===== src/rtl/shift_pipe_if.sv =====
// shift_pipe_if: handshake/data bundle for the shift_pipe pipelined shifter.
//   Flush     - synchronous squash of all in-flight operations
//   InValid   - operation presented on the input side
//   InReady   - shifter accepts the presented operation this cycle
//   ValueIn   - operand word
//   Shamt     - shift amount, 0..DATA_W-1
//   Mode      - 00 SLL, 01 SRL, 10 SRA, 11 ROTR
//   OutValid  - result present
//   OutReady  - downstream accepts the result
//   ValueOut  - shifted result
//   ZeroOut   - ValueOut == 0 (meaningful while OutValid)
// master: the side that issues operations and consumes results.
// slave:  the shifter itself.
interface shift_pipe_if #(
  parameter int unsigned DATA_W  = 32,
  parameter int unsigned SHAMT_W = 5
);
  logic               Flush;
  logic               InValid;
  logic               InReady;
  logic [DATA_W-1:0]  ValueIn;
  logic [SHAMT_W-1:0] Shamt;
  logic [1:0]         Mode;
  logic               OutValid;
  logic               OutReady;
  logic [DATA_W-1:0]  ValueOut;
  logic               ZeroOut;

  modport master (
    output Flush, InValid, ValueIn, Shamt, Mode, OutReady,
    input  InReady, OutValid, ValueOut, ZeroOut
  );

  modport slave (
    input  Flush, InValid, ValueIn, Shamt, Mode, OutReady,
    output InReady, OutValid, ValueOut, ZeroOut
  );
endinterface


===== src/rtl/shift_pipe.sv =====
// shift_pipe: two-stage pipelined shifter (SLL, SRL, SRA, ROTR) with
// valid/ready handshake on both sides and a synchronous flush.
//   Clk     - rising-edge clock
//   Reset_n - asynchronous, active-low reset
//   sp      - shift_pipe_if slave port (operand/amount/mode in, result out)
// Stage 1 performs the coarse shift (amount rounded down to a multiple of 4)
// and carries the residual 2-bit amount, mode and operand sign bit.
// Stage 2 applies the residual 0..3 shift and registers the result.
module shift_pipe #(
  parameter int unsigned DATA_W  = 32,
  parameter int unsigned SHAMT_W = 5
) (
  input  logic         Clk,
  input  logic         Reset_n,
  shift_pipe_if.slave  sp
);

  typedef enum logic [1:0] {
    MODE_SLL  = 2'b00,
    MODE_SRL  = 2'b01,
    MODE_SRA  = 2'b10,
    MODE_ROTR = 2'b11
  } mode_e;

  typedef logic [DATA_W-1:0]  word_t;
  typedef logic [SHAMT_W-1:0] amt_t;

  // Shifting in two pieces composes exactly for every mode: the arithmetic
  // fill uses the original operand sign rather than the stage-1 MSB, and a
  // rotate by a+b equals rotate by a followed by rotate by b.
  function automatic word_t shift_word(
    input word_t v,
    input amt_t  amt,
    input mode_e mode,
    input logic  sign
  );
    word_t ones;
    word_t fill;
    amt_t  back;
    word_t r;
    ones = '1;
    fill = sign ? ~(ones >> amt) : '0;
    // Rotate left-back amount is (DATA_W - amt) mod DATA_W; amt = 0 yields 0,
    // so both halves are v and the OR returns v unchanged.
    back = -amt;
    case (mode)
      MODE_SLL: r = v << amt;
      MODE_SRL: r = v >> amt;
      MODE_SRA: r = (v >> amt) | fill;
      default:  r = (v >> amt) | (v << back);
    endcase
    return r;
  endfunction

  // Stage 1 state
  logic  s1_valid;
  word_t s1_data;
  logic  [1:0] s1_fine;
  mode_e s1_mode;
  logic  s1_sign;

  // Stage 2 (output) state
  logic  out_valid;
  word_t out_value;
  logic  out_zero;

  // Load enables
  logic  s2_load;
  logic  s1_load;

  // Datapath
  mode_e in_mode;
  amt_t  coarse_amt;
  amt_t  fine_amt;
  word_t s1_next;
  word_t s2_next;

  assign s2_load = !out_valid || sp.OutReady;
  assign s1_load = !s1_valid || s2_load;

  assign in_mode    = mode_e'(sp.Mode);
  assign coarse_amt = {sp.Shamt[SHAMT_W-1:2], 2'b00};
  assign fine_amt   = {{(SHAMT_W-2){1'b0}}, s1_fine};

  assign s1_next = shift_word(sp.ValueIn, coarse_amt, in_mode, sp.ValueIn[DATA_W-1]);
  assign s2_next = shift_word(s1_data, fine_amt, s1_mode, s1_sign);

  assign sp.InReady  = s1_load && !sp.Flush;
  assign sp.OutValid = out_valid;
  assign sp.ValueOut = out_value;
  assign sp.ZeroOut  = out_zero;

  always_ff @(posedge Clk or negedge Reset_n) begin
    if (!Reset_n) begin
      s1_valid  <= 1'b0;
      s1_data   <= '0;
      s1_fine   <= '0;
      s1_mode   <= MODE_SLL;
      s1_sign   <= 1'b0;
      out_valid <= 1'b0;
      out_value <= '0;
      out_zero  <= 1'b1;
    end else if (sp.Flush) begin
      // Data registers keep stale contents; only the valids matter.
      s1_valid  <= 1'b0;
      out_valid <= 1'b0;
    end else begin
      if (s2_load) begin
        out_valid <= s1_valid;
        if (s1_valid) begin
          out_value <= s2_next;
          out_zero  <= (s2_next == '0);
        end
      end
      if (s1_load) begin
        s1_valid <= sp.InValid;
        if (sp.InValid) begin
          s1_data <= s1_next;
          s1_fine <= sp.Shamt[1:0];
          s1_mode <= in_mode;
          s1_sign <= sp.ValueIn[DATA_W-1];
        end
      end
    end
  end

endmodule


===== src/flat_wrapper.sv =====
// flat-port wrapper written by rule: the top's interface ports become plain ports
module shift_pipe_flat 
#(
  parameter int unsigned DATA_W  = 32,
  parameter int unsigned SHAMT_W = 5
)
  (Clk, Reset_n, sp_Flush, sp_InValid, sp_ValueIn, sp_Shamt, sp_Mode, sp_OutReady, sp_InReady, sp_OutValid, sp_ValueOut, sp_ZeroOut);
  shift_pipe_if #(.DATA_W(DATA_W), .SHAMT_W(SHAMT_W)) sp_i ();
  input  logic Clk;
  input  logic Reset_n;
  input wire logic [$bits(sp_i.Flush)-1:0] sp_Flush;
  input wire logic [$bits(sp_i.InValid)-1:0] sp_InValid;
  input wire logic [$bits(sp_i.ValueIn)-1:0] sp_ValueIn;
  input wire logic [$bits(sp_i.Shamt)-1:0] sp_Shamt;
  input wire logic [$bits(sp_i.Mode)-1:0] sp_Mode;
  input wire logic [$bits(sp_i.OutReady)-1:0] sp_OutReady;
  output wire logic [$bits(sp_i.InReady)-1:0] sp_InReady;
  output wire logic [$bits(sp_i.OutValid)-1:0] sp_OutValid;
  output wire logic [$bits(sp_i.ValueOut)-1:0] sp_ValueOut;
  output wire logic [$bits(sp_i.ZeroOut)-1:0] sp_ZeroOut;
  assign sp_i.Flush = sp_Flush;
  assign sp_i.InValid = sp_InValid;
  assign sp_i.ValueIn = sp_ValueIn;
  assign sp_i.Shamt = sp_Shamt;
  assign sp_i.Mode = sp_Mode;
  assign sp_i.OutReady = sp_OutReady;
  assign sp_InReady = sp_i.InReady;
  assign sp_OutValid = sp_i.OutValid;
  assign sp_ValueOut = sp_i.ValueOut;
  assign sp_ZeroOut = sp_i.ZeroOut;
  shift_pipe #(.DATA_W(DATA_W), .SHAMT_W(SHAMT_W)) u_core (.Clk(Clk), .Reset_n(Reset_n), .sp(sp_i));
endmodule

===== config.mk =====
export PLATFORM = sky130hd
export DESIGN_NAME = shift_pipe_flat
export DESIGN_NICKNAME = d
export VERILOG_FILES = /design/src/rtl/shift_pipe_if.sv /design/src/rtl/shift_pipe.sv /design/src/flat_wrapper.sv
export SDC_FILE = /design/constraint.sdc
export NUM_CORES = 1
export LEC_CHECK = 0
export ABC_AREA = 1
export CAP_MARGIN = 20
export CORE_MARGIN = 3
export CORE_UTILIZATION = 53
export CTS_CLUSTER_DIAMETER = 60
export DETAILED_ROUTE_END_ITERATION = 6
export GPL_TIMING_DRIVEN = 0
export HOLD_SLACK_MARGIN = 0.05
export PLACE_DENSITY = 0.88
export SYNTH_ARGS = -nofsm -noshare
export SYNTH_HDL_FRONTEND = slang
export SYNTH_SLANG_ARGS = --single-unit

===== constraint.sdc =====
create_clock -name Clk -period 2.2 [get_ports Clk]
set_input_delay 0.44 -clock Clk [delete_from_list [all_inputs] [get_ports Clk]]
set_output_delay 0.44 -clock Clk [all_outputs]
set_load 0.02 [all_outputs]

# Word level (Yosys, flattened, before mapping)
# Index checks and enable logic that the tools add are counted.
[word_totals]
ff_bits = 72
in_bits = 44
output_inout_bits = 35
[classes]
addsub = 2
eq_ne = 4
shifts = 8
muxes = 8
n_bitwise = 7
reduce_logical = 13
[op_table]
columns = ["op", "n"]
rows = [
  ["$pmux W32 S3", 2],
  ["$or A32 B32 Y32", 4],
  ["$shl A32 B5 Y32", 3],
  ["$mux W32", 2],
  ["$not A32 Y32", 2],
  ["$logic_not A32 Y1", 1],
  ["$shl A32 B2 Y32", 1],
  ["$shr A32 B2 Y32", 1],
  ["$shr A32 B2 Y32 const A", 1],
  ["$shr A32 B5 Y32", 1],
  ["$shr A32 B5 Y32 const A", 1],
  ["$reduce_and A3 Y1", 2],
  ["$neg A2 Y5", 1],
  ["$neg A5 Y5", 1],
  ["$eq A2 B1 Y1 const B", 2],
  ["$eq A2 B2 Y1 const B", 2],
  ["$logic_not A2 Y1", 2],
  ["$mux W1", 4],
  ["$reduce_bool A2 Y1", 2],
  ["$logic_not A1 Y1", 3],
  ["$logic_or A1 B1 Y1", 2],
  ["$logic_and A1 B1 Y1", 1],
  ["$not A1 Y1", 1],
]

# Longest topological paths before layout
# Gate-level depths: netlist of the first run.
[logic_depth]
word_depth = 6
depth_mapped = 16

# Worst setup path before layout of the first run
# Ideal clock, no wire load.
[synth_timing]
kind = "input to register"
from = "input sp_Shamt[4]"
to = "register u_core.s1_data[8]"
setup_ns = 0.088
t_arrival_ns = 2.076
required_ns = 2.112
setup_slack_ns = 0.035
path_stages = 10
path_buffers = 3
path_cell_list = "buf_4 > inv_1 > clkbuf_1 > ha_1 > nor2_1 > buf_2 > nand2_1 > nand2_1 > nand2_1 > a41oi_1"
[synth_via]
elab_chain_len = 5
[synth_lines]
columns = ["element", "line", "text"]
rows = [
  ["from (decl)", "flat_wrapper.sv:14", "input wire logic [$bits(sp_i.Shamt)-1:0] sp_Shamt;"],
  ["branches (longest 4 deep; another with $neg A5 Y5)", "--", ""],
  ["$pmux W32 S3 *", "shift_pipe.sv:46", "case (mode)"],
  ["to (signal assigned)", "shift_pipe.sv:118", "s1_data <= s1_next;"],
  ["to (decl)", "shift_pipe.sv:57", "word_t s1_data;"],
]
# Mark *: on every way between the ends.
# A chain may end at the register's enable or synchronous reset.

# Worst setup path in the final report of the first run
[layout_timing]
from = "input sp_Mode[0]"
to = "register u_core.s1_data[5]"
[layout_via]
elab_chain_len = 2
[layout_lines]
columns = ["element", "line", "text"]
rows = [
  ["from (decl)", "flat_wrapper.sv:15", "input wire logic [$bits(sp_i.Mode)-1:0] sp_Mode;"],
  ["$eq A2 B2 Y1, or another cell as far along", "shift_pipe.sv:46", ""],
  ["$pmux W32 S3 *", "shift_pipe.sv:46", ""],
]
# Mark *: on every way between the ends. The rest lies on a longest branch, timed or not.

==> flow_metrics.py, run 1 <==
metrics = {
    "clocking": {
        "clkLatencyLatePin_ns": 0.35,
        "cts_buffers": 9,
        "clockBufferDepth": 2,
        "clkTransAtPathRegs_ns": 0.07,
        "cts-root-buf": "clkbuf_16",
        "cts_tree": "done",
        "clock_sink_count": 72,
        "htree_levels": 3,
        "cts_hold_buf": 0,
    },
    "worst_setup_path": {
        "critical_path_class": "input pin to register",
        "max_stage_delay_ns": 0.53,
        "cp_cell_sequence": "clkdlybuf4s50_1 > nor2_4 > inv_2 > nor2_4 > inv_1 > nor2_1 > a22oi_1 > a31oi_1",
        "timing.rr.start": "u_core.s1_fine[0]",
        "cp.required_ns": 2.47,
        "crit_top_cell": "nor2_4",
        "r2r_cells": 14,
        "critical_path.max_fanout": 7,
        "timing.rr.end": "u_core.sp.ZeroOut",
        "cp_data_arrival_time_ns": 2.49,
        "endpoint_kind": "register",
        "cp-endpoint": "u_core.s1_data[5]",
        "regToRegSetupSlack_ns": 0.03,
        "crit_start": "sp_Mode[0]",
        "start_kind": "input pin",
        "cpMaxStageDelayCell": "clkdlybuf4s50_1",
    },
    "global_route": {
        "antenna_found_initial": 0,
        "grt_max_degree": 73,
        "grt_pass1_wl_microns": 51300,
        "overflow": 0,
        "grt_pass1_vias": 9406,
        "track_usage_pct": 40.4,
    },
    "route": {
        "antenna_left": 0,
        "viasPerCell": 6.47,
        "first_iter_violations": 2318,
        "dr.pass1.iters": 7,
        "drc": 0,
        "wl_per_cell_microns": 20.7,
        "vias": 10400,
        "wirelength_microns": 33500,
    },
    "outcome": {
        "run_status": "finished, violations left",
        "violations": "setup timing",
    },
    "timing": {
        "maxSlewViolCount": 0,
        "holdWs_ns": 0.217,
        "finalSetupViolCount": 3,
        "worst_clock_skew_ns": 0.0102,
        "tightest_slew_ns": 0.911,
        "rsz0062_at_grt": "true",
        "layout_setup_ws_ns": -0.0151,
        "period_needed_ns": 2.22,
        "finalHoldViolCount": 0,
        "period_share_pct": 101,
        "relSlewSlack_pct": 39.3,
        "max_freq_ghz": 0.451,
    },
    "cells_and_area": {
        "fillers": 1293,
        "register_area_sq_mm": 0.00180,
        "final_util_pct": 67.4,
        "area_growth_pct": 22.8,
        "fin_nets": 1479,
        "drive_above_1_share_pct": 12.8,
        "final_area_sq_mm": 0.00946,
        "antenna_cells": 0,
        "multi_input_area_sq_mm": 0.00536,
    },
    "logic_synthesis": {
        "ys_top_cells_by_area": "nand2_1 24%, dfrtp_1 23%, nand3_1 14%",
        "synth_seq_cells": 72,
        "syn_inst": 1322,
        "ys_async_sr_fraction_pct": 100,
        "yosysTopAreaCell": "nand2_1",
        "synth-edff-count": 0,
        "ys_seq_area_share_pct": 23.4,
        "ys_types": 48,
        "yosys.area.top_type_share_pct": 23.5,
        "ys.flop_type": "dfrtp_1",
        "netlist_area_sq_mm": 0.00770,
        "yosys_warnings": 0,
        "syn-mean-instance-area_sq_um": 5.83,
        "syn-num-nets": 1372,
    },
    "power": {
        "vdd_ir_drop_max_v": 0.000564,
        "swShare_pct": 46.4,
        "p_comb_share_pct": 53.5,
        "power_density_mw_per_mm2": 798,
        "power.leakage_nw": 4.50,
        "netSwitchingPower_mw": 3.50,
        "clockPowerShare_pct": 20.6,
        "intPower_mw": 4.04,
        "seq_power_share_pct": 25.8,
    },
    "die": {
        "start_util_pct": 54.8,
        "die_h_microns": 127,
        "dieArea_sq_mm": 0.0160,
        "placementRows": 43,
        "io_pins": 79,
        "die_x_microns": 127,
        "core-area_sq_mm": 0.0140,
    },
    "place": {
        "placed_area_sq_mm": 0.00869,
        "dpl.hpwl_microns": 25100,
        "port_buffers": 77,
        "gp_congestion": 1.07,
    },
    "min_path": {
        "hold_class": "input pin to asynchronous set/reset pin",
    },
    "run": {
        "maxCapViolations": 0,
    },
}
-- metrics by stage --
stage                     setup slack [ns]  TNS [ns]  std cells  power (mW)
after global placement               -1.66   -159.80       1579        5.50
after detailed placement             -1.38    -43.05       1579        5.54
final                              -0.0151   -0.0377       1614        7.55
after CTS                         -0.00651  -0.00955       1601        7.23
after global routing               -0.0590    -0.125       1614        7.94
after floorplan                     0.0352         0       1322        4.24
-- kinds of logic (layout without fill, tap and decap cells) --
family                   count (synthesis)  in the layout  share of synthesized area (%)
buffers and inverters                  144            256                           8.90
flip-flops                              72             72                           23.4
AND/OR/NAND/NOR                        871            871                           49.4
adder cells (fa/ha/maj)                  6              6                          0.975
AO/OA/AOI/OAI                          229            229                           17.3
-- cells in the final DEF, fill, tap and decap left out, types with 8 or more instances in the layout --
master / instances
clkdlybuf4s50_1: 72
o21ai_1: 9
o221ai_1: 8
a21oi_1: 75
and2_1: 13
nor2_1: 92
nand2_1: 474
nand2_4: 15
buf_2: 21
o211ai_1: 13
dfrtp_1: 71
clkbuf_16: 9
nand3_1: 219
buf_6: 12
nand4_1: 8
nand2_2: 22
o21ai_0: 70
inv_1: 47
inv_2: 9
buf_4: 31
clkbuf_1: 16
nor2_4: 11
a31oi_1: 14
-- how the worst min path moves through the flow --
stage / startpoint / endpoint / slack [ns]
finish: Reset_n / u_core.s1_data[18] / 0.22
global route: Reset_n / u_core.s1_data[0] / 0.29
CTS: Reset_n / u_core.s1_data[0] / 0.25
detailed placement: u_core.sp.ValueOut[27] / u_core.sp.ValueOut[27] / 0.47
global placement: u_core.sp.ValueOut[14] / u_core.sp.ValueOut[14] / 0.46
floorplan: Reset_n / u_core.s1_data[0] / 0.14
-- cells in the mapped netlist, types with 5 or more instances --
library cell and number:
nor2_1 100, inv_2 7, nand2_4 14, nor2_2 5, nand2_2 14, dfrtp_1 71, nand2_1 483, nor3_1 5
a21oi_1 75, inv_1 54, and2_1 13, nand4_1 8, o22ai_1 7, clkbuf_1 28, o211ai_1 13, a31oi_1 14
buf_2 27, o21ai_0 78, o221ai_1 8, buf_6 6, a22oi_1 7, buf_4 13, nand3_1 220, ha_1 6
-- worst max-delay path: cells and delay by family --
family          cells  cell delay [ns]
compound gates      2             0.38
buf+inv             3             0.80
simple gates        3             0.87
-- power by group through the flow --
stage                     combinational, mW  clock, mW  sequential [mW]
after floorplan                        2.14          0             2.10
after global placement                 3.56          0             1.94
after detailed placement               3.60          0             1.95
after CTS                              3.75       1.56             1.93
after global routing                   4.34       1.63             1.97
final                                  4.04       1.56             1.95
-- layout make-up --
class                      instances  share of cell area [%]
tap                              180                    2.38
sequential                        72                    19.1
clock inverter                     7                   0.886
buffer                            77                    5.75
clock buffer                       9                    2.38
inverter                          65                    3.02
timing repair buffer              98                    9.88
multi-input combinational       1106                    56.6
-- state kept, by name, indices dropped and copies added, names as in the netlist --
| register | flops |
|---|---|
| u_core.s1_mode | 2 |
| u_core.s1_data | 32 |
| u_core.sp.ValueOut | 32 |
| u_core.s1_sign | 1 |
| u_core.s1_fine | 2 |
| u_core.sp.ZeroOut | 1 |
| u_core.sp.OutValid | 1 |
| u_core.s1_valid | 1 |
-- per-layer routing --
layer	up-vias	part of all wire (%)	global-route usage [%]
li1	4644	-	-
met2	951	39	54.9
met3	174	17	13.5
met1	4675	39	58.8
met4	0	4.8	16.0
met5	-	0	0
-- repair_timing --
item / in CTS / in global routing
buffers inserted: 7 / 13
gates cloned: 1 / 0
gates resized for setup: 66 / 54
pin swaps: 4 / 11
setup endpoints to repair: 66 / 32
Power figures use the tool's default switching activity.
==> inputs of run 2 (changes only) <==
Settings changed: CAP_MARGIN 20 to unset, TNS_END_PERCENT set to 30.
==> run 2 against run 1 <==
Against the previous run: cell count increased by 0.68%; the flow finishes with violations (DRC, setup timing); routed wire length increased by 2.8%; maximum frequency decreased by 0.36%; clock skew increased by 0.0012 ns; worst hold slack got worse by 0.019 ns; combinational power increased by 5.4%; non-clock buffer count increased by 11.
==> flow_metrics.py, run 2 (synthesized netlist as in run 1, its figures left out) <==
metrics = {
    "run": {
        "maxCapViolations": 0,
    },
    "timing": {
        "worst_clock_skew_ns": 0.0114,
        "relSlewSlack_pct": 38.4,
        "period_needed_ns": 2.22,
        "tightest_slew_ns": 0.923,
        "layout_setup_ws_ns": -0.0231,
        "maxSlewViolCount": 0,
        "period_share_pct": 101,
        "holdWs_ns": 0.197,
        "finalSetupViolCount": 2,
        "finalHoldViolCount": 0,
        "rsz0062_at_grt": "true",
        "max_freq_ghz": 0.450,
    },
    "outcome": {
        "violations": "DRC, setup timing",
        "run_status": "finished, violations left",
    },
    "die": {
        "core-area_sq_mm": 0.0140,
        "die_x_microns": 127,
        "placementRows": 43,
        "die_h_microns": 127,
        "start_util_pct": 54.8,
        "dieArea_sq_mm": 0.0160,
        "io_pins": 79,
    },
    "worst_setup_path": {
        "cp_cell_sequence": "buf_6 > clkinv_8 > ha_4 > inv_6 > buf_8 > nand3_2 > nand2_1 > nand2_1 > nor2_2 > nor3_2 > nand3_1 > nor2_2 > nand3_2 > o21bai_2",
        "endpoint_kind": "register",
        "critical_path.max_fanout": 6,
        "max_stage_delay_ns": 0.38,
        "timing.rr.start": "u_core.s1_fine[0]",
        "critical_path_class": "register to register",
        "cpMaxStageDelayCell": "dfrtp_1",
        "start_kind": "register",
        "cp.required_ns": 2.49,
        "crit_start": "u_core.s1_fine[0]",
        "cp_data_arrival_time_ns": 2.51,
        "r2r_cells": 14,
    },
    "min_path": {
        "hold_class": "input pin to asynchronous set/reset pin",
    },
    "cells_and_area": {
        "final_cell_mix": "466 x nand2_1, 206 x nand3_1, 86 x nor2_1",
        "fin_nets": 1490,
        "drive_above_1_share_pct": 15.4,
        "final_common_cell": "nand2_1",
        "area_growth_pct": 25.8,
        "antenna_cells": 0,
        "stdcell_count": 1625,
    },
    "clocking": {
        "cts-root-buf": "clkbuf_16",
        "clockBufferDepth": 2,
        "htree_levels": 3,
        "clkTransAtPathRegs_ns": 0.07,
        "cts_buffers": 9,
        "cts_tree": "done",
        "clkLatencyLatePin_ns": 0.35,
        "clock_sink_count": 72,
    },
    "route": {
        "viasPerCell": 6.58,
        "wirelength_microns": 34400,
        "vias": 10700,
        "dr.pass1.iters": 7,
        "drc": 8,
        "top_layer": "met4",
        "wl_per_cell_microns": 21.2,
        "first_iter_violations": 2372,
        "antenna_left": 0,
        "wl_met1_microns": 13100,
        "wl_met2_microns": 13300,
        "wl_met3_microns": 6070,
    },
    "power": {
        "power_mw": 7.78,
        "power_density_mw_per_mm2": 803,
        "vdd_ir_drop_max_v": 0.000572,
        "power.leakage_nw": 4.61,
    },
    "global_route": {
        "grt_max_degree": 73,
        "grt_pass1_wl_microns": 51200,
        "overflow": 0,
        "antenna_found_initial": 0,
        "track_usage_pct": 40.4,
        "grt_pass1_vias": 9358,
    },
    "place": {
        "dp_cells": 1579,
        "dpl.hpwl_microns": 25100,
        "gp_congestion": 1.07,
        "port_buffers": 77,
    },
}
## run 2: changes by cell type in the layout (fill, tap and decap cells not counted), moves of 6 or more
cell	before	now
nand3_1	219	206
buf_4	31	41
nand2_1	474	466
nand3_2	2	15
nand2_2	22	29
nor2_1	92	86
## run 2: power breakdown
group | internal (mW) | switching, mW | leakage [nW] | total, mW
Combinational | 1.61 | 2.65 | 3.59 | 4.26
Sequential | 1.64 | 0.324 | 0.874 | 1.96
Clock | 0.902 | 0.657 | 0.149 | 1.56
## run 2: cell type report
type / count / area [sq um]
multi-input combinational: 1106 / 5480
fill: 1248 / 4360
sequential: 72 / 1800
timing repair buffer: 109 / 1040
buffer: 77 / 542
inverter: 65 / 285
clock buffer: 9 / 225
tap: 180 / 225
clock inverter: 7 / 83.8
## run 2: per-stage QoR
step / utilization, % / cell area (sq um) / TNS, ns / worst slack, ns
floorplan: - / 7700 / 0 / 0.0352
global placement: 61.9 / 8700 / -159.80 / -1.66
detailed placement: 61.9 / 8690 / -43.05 / -1.38
CTS: 65.6 / 9220 / -0.0558 / -0.0290
global route: 69.0 / 9690 / -0.174 / -0.0759
finish: 69.0 / 9690 / -0.0381 / -0.0231
## run 2: final timing paths
kind / end / slack [ns]
worst min register to register: u_core.sp.ValueOut[23] / 0.48
min in group Clk: u_core.sp.ValueOut[23] / 0.48
worst max register to register: u_core.sp.ZeroOut / -0.02
worst min-delay path: u_core.s1_data[0] / 0.20
worst max-delay path: u_core.sp.ZeroOut / -0.02
max in group asynchronous: u_core.sp.ValueOut[14] / 1.36
## run 2: routing by layer
metal  track usage, %  vias up
met5                0        -
met4             15.3        0
met3             13.7      240
met2             55.1      982
met1             58.6     4800
li1                 -     4664
## run 2: timing repair
item / CTS / global route
gates cloned: 0 / 2
buffers inserted: 7 / 23
resized for setup: 63 / 90
setup endpoints to repair: 66 / 34
pin swaps: 4 / 24
hold buffers: 0 / 0
## run 2: critical path, delay by kind of cell (launching register included)
| kind | cells | cell delay (ns) |
|---|---|---|
| AND/OR/NAND/NOR | 8 | 0.84 |
| flip-flops | 1 | 0.38 |
| AO/OA/AOI/OAI | 1 | 0.14 |
| buffers and inverters | 4 | 0.44 |
| adder cells (fa/ha/maj) | 1 | 0.35 |
==> inputs of run 3 (changes only) <==
Clock period 2.2 ns to 1.8 ns, I/O delays scaled along.
==> run 3 against run 2 <==
Against the previous run: the run still ends with DRC, setup timing left; global-route usage is 2.5 points higher; critical path depth is 1 higher; die area stayed put; maximum frequency is 1.8% lower; sequential share of layout area is 0.83 points lower; register-to-register slack worse by 0.44 ns; first-iteration DRC count is 9.5% lower; flip-flop and latch count stayed put.
==> flow_metrics.py, run 3 (synthesized netlist as in run 1, its figures left out) <==
metrics = {
    "power": {
        "power_mw": 9.73,
        "power.leakage_nw": 4.81,
        "vdd_ir_drop_max_v": 0.000658,
        "seq_power_share_pct": 24.5,
        "swShare_pct": 47.6,
        "p_comb_share_pct": 57.3,
        "intPower_mw": 5.10,
        "power_density_mw_per_mm2": 960,
        "clockPowerShare_pct": 18.1,
        "netSwitchingPower_mw": 4.63,
    },
    "clocking": {
        "cts_hold_buf": 0,
        "cts_tree": "done",
        "clkLatencyLatePin_ns": 0.35,
        "cts_buffers": 9,
        "clockBufferDepth": 2,
        "htree_levels": 3,
        "clock_sink_count": 72,
        "cts-root-buf": "clkbuf_16",
        "clkTransAtPathRegs_ns": 0.07,
    },
    "cells_and_area": {
        "final_cell_mix": "463 x nand2_1, 183 x nand3_1, 82 x nor2_1",
        "drive_above_1_share_pct": 20.1,
        "final_util_pct": 72.2,
        "final_common_cell": "nand2_1",
        "antenna_cells": 0,
        "area_growth_pct": 31.6,
        "fin_nets": 1504,
    },
    "global_route": {
        "grt_pass1_wl_microns": 54000,
        "grt_pass1_vias": 10100,
        "track_usage_pct": 42.9,
        "grt_max_degree": 73,
        "antenna_found_initial": 0,
        "overflow": 0,
    },
    "place": {
        "dpl.hpwl_microns": 25700,
        "gp_congestion": 1.08,
        "dp_slack_ns": -1.30,
        "port_buffers": 77,
    },
    "die": {
        "start_util_pct": 54.8,
        "dieArea_sq_mm": 0.0160,
        "die_h_microns": 127,
        "core-area_sq_mm": 0.0140,
        "die_x_microns": 127,
        "io_pins": 79,
        "placementRows": 43,
    },
    "timing": {
        "period_share_pct": 126,
        "tightest_slew_ns": 0.905,
        "layout_setup_ws_ns": -0.464,
        "finalHoldViolCount": 0,
        "relSlewSlack_pct": 39.6,
        "worst_clock_skew_ns": 0.0106,
        "maxSlewViolCount": 0,
        "max_freq_ghz": 0.442,
        "period_needed_ns": 2.26,
        "finalSetupViolCount": 33,
        "rsz0062_at_grt": "true",
    },
    "worst_setup_path": {
        "critical_path_class": "register to register",
        "start_kind": "register",
        "timing.rr.start": "u_core.s1_fine[0]",
        "cp.required_ns": 2.09,
        "cp_data_arrival_time_ns": 2.56,
        "endpoint_kind": "register",
        "critical_path.max_fanout": 7,
        "crit_start": "u_core.s1_fine[0]",
    },
    "outcome": {
        "run_status": "finished, violations left",
        "violations": "DRC, setup timing",
    },
    "route": {
        "drc": 28,
        "wirelength_microns": 35700,
        "first_iter_violations": 2146,
        "vias": 10800,
        "dr.pass1.iters": 7,
        "wl_per_cell_microns": 21.8,
        "antenna_left": 0,
        "viasPerCell": 6.59,
    },
    "min_path": {
        "hold_class": "input pin to asynchronous set/reset pin",
    },
    "run": {
        "maxCapViolations": 0,
    },
}
[run 3: changes by cell type in the layout (fill, tap and decap cells not counted), sizes merged]
cell | previous run | this run
buf | 85 | 93
inv | 66 | 65
clkbuf | 34 | 43
dlymetal6s2s | 1 | 0
bufinv | 1 | 0
clkinvlp | 2 | 4
clkdlybuf4s50 | 72 | 70
[run 3: layout make-up]
cell class                 instances  area, sq um
buffer                            79          677
clock buffer                       9          225
clock inverter                     7         61.3
fill                            1187         3900
inverter                          65          289
multi-input combinational       1106         5710
sequential                        72         1800
tap                              180          225
timing repair buffer             121         1150
[run 3: power by group through the flow]
stage	registers, mW	logic (mW)	clock network (mW)
6_report	2.39	5.58	1.77
5_1_grt	2.41	5.93	1.84
3_5_place_dp	2.38	4.50	0
2_1_floorplan	2.57	2.69	0
3_3_place_gp	2.37	4.45	0
4_1_cts	2.36	4.94	1.76
[run 3: metal layers]
metal	global-route usage [%]	share of wire, %	up-vias	wire [microns]
met5	0	0	-	0
met4	19.1	5.2	0	1860
met3	18.7	17	235	6190
met2	58.9	40	992	14200
met1	58.1	38	4881	13400
li1	-	-	4693	-
[run 3: path summary, 6_finish.rpt]
kind | end | slack [ns] | cells past startpoint
min in group Clk | u_core.s1_data[27] | 0.41 | 3
hold / removal | u_core.s1_data[2] | 0.13 | 1
setup reg to reg | u_core.sp.ZeroOut | -0.46 | 15
setup / recovery | u_core.sp.ZeroOut | -0.46 | 15
hold reg to reg | u_core.sp.ValueOut[7] | 0.48 | 2
max in group asynchronous | u_core.sp.OutValid | 1.07 | 1
[run 3: timing repair]
item	CTS	global route
pin swaps	29	45
buffers inserted	31	9
endpoints found under the setup margin	69	70
resized for setup	112	112
gates cloned	2	2
[run 3: critical path, stage by stage (launching register included)]
cell	delay, ns
dfrtp_1	0.39
buf_6	0.16
inv_8	0.03
buf_8	0.11
ha_4	0.31
buf_8	0.15
nand2_4	0.04
inv_2	0.06
nand3_2	0.08
nand2_2	0.08
nor2_2	0.05
nor3_4	0.25
nand3_2	0.14
nor2_4	0.13
nand3_2	0.08
o21bai_2	0.11
[run 3: through the flow]
| stage | cell area [sq um] | setup TNS (ns) | cells | hold slack (ns) |
|---|---|---|---|---|
| 2_1_floorplan | 7830 | -0.151 | 1322 | 0.0644 |
| 3_3_place_gp | 8820 | -181.00 | 1579 | 0.463 |
| 3_5_place_dp | 8820 | -41.99 | 1579 | 0.467 |
| 4_1_cts | 9700 | -1.03 | 1628 | 0.172 |
| 5_1_grt | 10100 | -7.08 | 1639 | 0.210 |
| 6_report | 10100 | -4.71 | 1639 | 0.128 |
